## src/rtl/gf_mult_2_10.sv

```systemverilog
// GF(2^10) polynomial-basis multiplier modulo p(x) = x^10 + x^3 + 1.
// Combinational by default; define GF_MULT_2_10_OUT_REG_EN for one output register stage.
module gf_mult_2_10 #(
  parameter int GF_LEN = 10
) (
  input  logic              clk,
  input  logic              rst,
  input  logic [GF_LEN-1:0] a,
  input  logic [GF_LEN-1:0] b,
  input  logic              in_valid,
  output logic [GF_LEN-1:0] out,
  output logic              out_valid
);

  localparam int PROD_W = 2 * GF_LEN - 1;

  // The reduction below hard-wires x^10 = x^3 + 1, so no other width is meaningful.
  generate
    if (GF_LEN != 10) begin : g_bad_len
      $error("gf_mult_2_10: GF_LEN must be 10, got %0d", GF_LEN);
    end
  endgenerate

  logic [PROD_W-1:0] prod;
  logic [PROD_W-1:0] fold;
  logic [GF_LEN-1:0] red;

  // Carry-less product followed by a high-to-low fold; all indices are constant,
  // so this elaborates into a fixed AND/XOR network.
  always_comb begin
    prod = '0;
    for (int i = 0; i < GF_LEN; i++) begin
      for (int j = 0; j < GF_LEN; j++) begin
        prod[i+j] = prod[i+j] ^ (a[i] & b[j]);
      end
    end
    fold = prod;
    for (int k = PROD_W - 1; k >= GF_LEN; k--) begin
      fold[k-GF_LEN]     = fold[k-GF_LEN] ^ fold[k];
      fold[k-GF_LEN+3]   = fold[k-GF_LEN+3] ^ fold[k];
      fold[k]            = 1'b0;
    end
    red = fold[GF_LEN-1:0];
  end

`ifdef GF_MULT_2_10_OUT_REG_EN
  always_ff @(posedge clk) begin
    if (rst) begin
      out       <= '0;
      out_valid <= 1'b0;
    end else begin
      out_valid <= in_valid;
      if (in_valid) begin
        out <= red;
      end
    end
  end
`else
  // clk and rst have no role in the combinational build.
  logic unused_clk_rst;
  assign unused_clk_rst = clk ^ rst;

  assign out       = red;
  assign out_valid = in_valid;
`endif

endmodule

```

## config.mk

```make
export PLATFORM = sky130hd
export DESIGN_NAME = gf_mult_2_10
export DESIGN_NICKNAME = d
export VERILOG_FILES = /design/src/rtl/gf_mult_2_10.sv
export SDC_FILE = /design/constraint.sdc
export NUM_CORES = 1
export LEC_CHECK = 0
export CAP_MARGIN = 0
export CORE_ASPECT_RATIO = 0.5
export CORE_MARGIN = 8
export CORE_UTILIZATION = 45
export DETAILED_ROUTE_END_ITERATION = 10
export GPL_ROUTABILITY_DRIVEN = 1
export PLACE_DENSITY = 0.73
export SETUP_SLACK_MARGIN = 0.1
export SYNTH_ARGS = -nofsm -noshare
export SYNTH_HDL_FRONTEND = slang
export SYNTH_SLANG_ARGS = --single-unit
```

## constraint.sdc

```tcl
create_clock -name vclk -period 2.4
set_input_delay 0.36 -clock vclk [all_inputs]
set_output_delay 0.36 -clock vclk [all_outputs]
set_load 0.1 [all_outputs]
```

## Word-level counts from Yosys, hierarchy flattened

Index checks and enable logic that the tools add are counted.

- Output and inout bits: 11
- Register bits: 0
- Word-level logic and storage cells: 199
- Input port bits: 23

- Bitwise operators: 199

Operators with widths:

| cell | count |
|---|---|
| $and 1x1->1 | 100 |
| $xor 1x1->1 | 99 |

## Depth between registers and ports, before layout

- Depth after elaboration: 11
- Gate-level depth with buffers: 6
- Depth with buffers taken out: 5

## Worst setup path after synthesis

OpenSTA, ideal clock, no wires.

- Kind: input port to output port
- From: input port b[5]
- To: output port out[6]
- Path slack: -0.959 ns
- Path buffers: 1
- Stages: 6
- Data required time: 2.040 ns
- Arrival: 2.999 ns
- Path through: buf_2 nand2_1 xnor3_1 xnor3_1 xnor2_1 xnor2_1

- Longest elaborated chain between the ends: 9
- Elaborated cells between the ends (all ways): 12
- Classes of those cells: bitwise: 12

RTL lines:

| what | line | text |
|---|---|---|
| start, declared | 9 | `input logic [GF_LEN-1:0] b,` |
| $and 1x1->1 | 34 | `prod[i+j] = prod[i+j] ^ (a[i] & b[j]);` |
| $xor 1x1->1 (6 in series) | 34 |  |
| $xor 1x1->1 | 39 | `fold[k-GF_LEN] = fold[k-GF_LEN] ^ fold[k];` |
| $xor 1x1->1 (*) | 40 | `fold[k-GF_LEN+3] = fold[k-GF_LEN+3] ^ fold[k];` |
| end, declared | 11 | `output logic [GF_LEN-1:0] out,` |

Every way passes the cells marked *; elsewhere a longest branch is shown, timed or not.

## Worst setup path in the final report

- From: input port b[6]
- To: output port out[3]

- Longest elaborated chain between the ends: 9
- Elaborated cells between the ends (all ways): 14
- Classes of those cells: bitwise: 14

RTL lines:

| what | line |
|---|---|
| $and 1x1->1 | 34 |
| $xor 1x1->1 (6 in series) | 34 |
| $xor 1x1->1 | 40 |
| $xor 1x1->1 (*) | 40 |

Marked as above.

==> results.json <==
{
  "ant_nets": 0,
  "fin_ws_ns": -0.244,
  "synthCells": 211,
  "synthDistinctLibCells": 15,
  "drt_first_pass_iters": 5,
  "p_sw_share_pct": 57.8,
  "finalSetupTns_ns": -0.518,
  "final_cell_mix": "nand2_1, buf_4, xnor2_1",
  "grt-ovfl-total": 0,
  "via_per_inst": 6.08,
  "io_buffers": 30,
  "nNetsFinal": 318,
  "design.seq.count": 0,
  "holdWs_ns": 0.720,
  "violations": "setup timing",
  "critPathMaxStageDelay_ns": 0.50,
  "yosysWarnings": 0,
  "grt_pass1_vias": 1933,
  "routed_wl_um": 8750,
  "endpoint_kind": "primary output",
  "start_util_pct": 48.5,
  "tightest_slew_ns": 0.467,
  "worstPathCellList": "buf_6 -> buf_8 -> buf_6 -> nand2_1 -> xnor2_1 -> xnor2_1 -> xnor2_1 -> xnor3_4 -> buf_12",
  "drc": 0,
  "worst-setup-path-type": "in -> out",
  "regArea_um2": 0,
  "power_frac_seq_pct": 0,
  "hold_class": "in -> out",
  "drt-initial-drc-count": 265,
  "ir_worst_vdd_mv": 1.02,
  "syn_area_per_cell_um2": 7.13,
  "final_common_cell": "nand2_1",
  "syn_to_final_growth_pct": 100,
  "core_area_um2": 3100,
  "fin_crit_sh_pct": 110,
  "dieArea_um2": 5560,
  "clockPowerShare_pct": 0,
  "num-clock-buffers": 0,
  "crit_path_top_delay_cell": "xnor3_4",
  "crit_path_frequent_cell": "xnor2_1",
  "ys_seq_area_share_pct": 0,
  "leakage_nw": 1.45,
  "vias": 2026,
  "antenna_cells": 0,
  "arrival_ns": 2.28,
  "antenna_found_initial": 0,
  "mappedNetlistArea_um2": 1510,
  "gp_congestion": 0.900,
  "hold_buffers": 0,
  "max_cap_violations": 0,
  "status": "finished with violations",
  "stdcell_count": 333,
  "max_freq_ghz": 0.378,
  "hold_viol_final": 0,
  "grt_max_degree": 11,
  "switchingPower_mw": 1.67,
  "drive_above_1_share_pct": 60.4,
  "preCtsSetupSlack_ns": -0.532,
  "num_io_pins": 34,
  "slew_headroom_pct": 68.6,
  "worstSetupStartpointType": "input pin",
  "finalSetupViolCount": 6,
  "hpwl_um": 3770,
  "min_period_ns": 2.64,
  "critPathMaxFanout": 8,
  "dpl.cell_count": 304,
  "routedWlPerCell_um": 26.3,
  "rsz0062_at_grt": "yes",
  "cp_data_required_time_ns": 2.04,
  "cpLargestDelayFamily": "XOR/XNOR gates",
  "syn_nets": 234,
  "multi_input_comb_area_um2": 1910,
  "fin_util_pct": 97.3,
  "drv_slew": 0,
  "power_density_nw_per_um2": 958,
  "fp-row-count": 14,
  "fill_cells": 49,
  "crit_buf_inv": 4,
  "die_height_um": 56.9,
  "die_w_um": 97.8,
  "grt_first_pass_wirelength_um": 10400,
  "internal_power_mw": 1.22,
  "grt_use_total_pct": 23.3,
  "pwr-share-comb_pct": 100.0
}
==> logic make-up after synthesis <==
group	share of synthesized area, %
buffers and inverters	10.4
and+or+nand+nor	26.7
xor gates and xnor gates	62.9
==> cell usage after synthesis <==
library cell	instances	share of area [%]
nand2_8	1	1.3
nand2_4	1	0.75
buf_6	8	6.0
xnor3_2	1	1.6
xnor2_2	1	1.1
clkbuf_1	1	0.25
xnor2_1	62	36
nand2_2	1	0.42
xnor3_1	8	12
xnor2_4	1	1.8
buf_2	11	3.7
xor2_1	16	9.3
nand2_1	97	24
buf_4	1	0.50
xor2_2	1	1.1
==> path summary, 6_finish.rpt <==
kind,cells past startpoint,end,slack [ns],start
worst max-delay path,9,out[3],-0.24,b[6]
worst min-delay path,0,out_valid,0.72,in_valid
==> power by group through the flow <==
stage | Sequential (mW) | Combinational [mW] | Clock, mW
finish | 0 | 2.89 | 0
CTS | 0 | 2.74 | 0
floorplan | 0 | 1.82 | 0
global placement | 0 | 2.60 | 0
global route | 0 | 2.94 | 0
detailed placement | 0 | 2.62 | 0
==> routing by layer <==
| metal | GRT usage (%) | wire [um] |
|---|---|---|
| met4 | 8.33 | 640 |
| met2 | 38.1 | 3770 |
| met1 | 30.4 | 3240 |
| met5 | 0 | 0 |
| met3 | 3.31 | 1100 |
==> cell type report <==
class	count	share of cell area (%)
Tap cell	40	1.66
Multi-Input combinational cell	190	63.3
Timing Repair Buffer	103	35.0
==> repair_timing <==
action / CTS / global route
buffers inserted: 23 / 6
endpoints found under the setup margin: 10 / 10
pin swaps: 40 / 32
gates cloned: 1 / 0
resized for setup: 121 / 54
==> metrics by stage <==
step,area (um2),power (mW)
after detailed placement,2400,2.62
after global placement,2400,2.60
after global routing,3020,2.94
after CTS,2780,2.74
after floorplan,1820,1.82
final,3020,2.89
(Power assumes the default switching activity.)
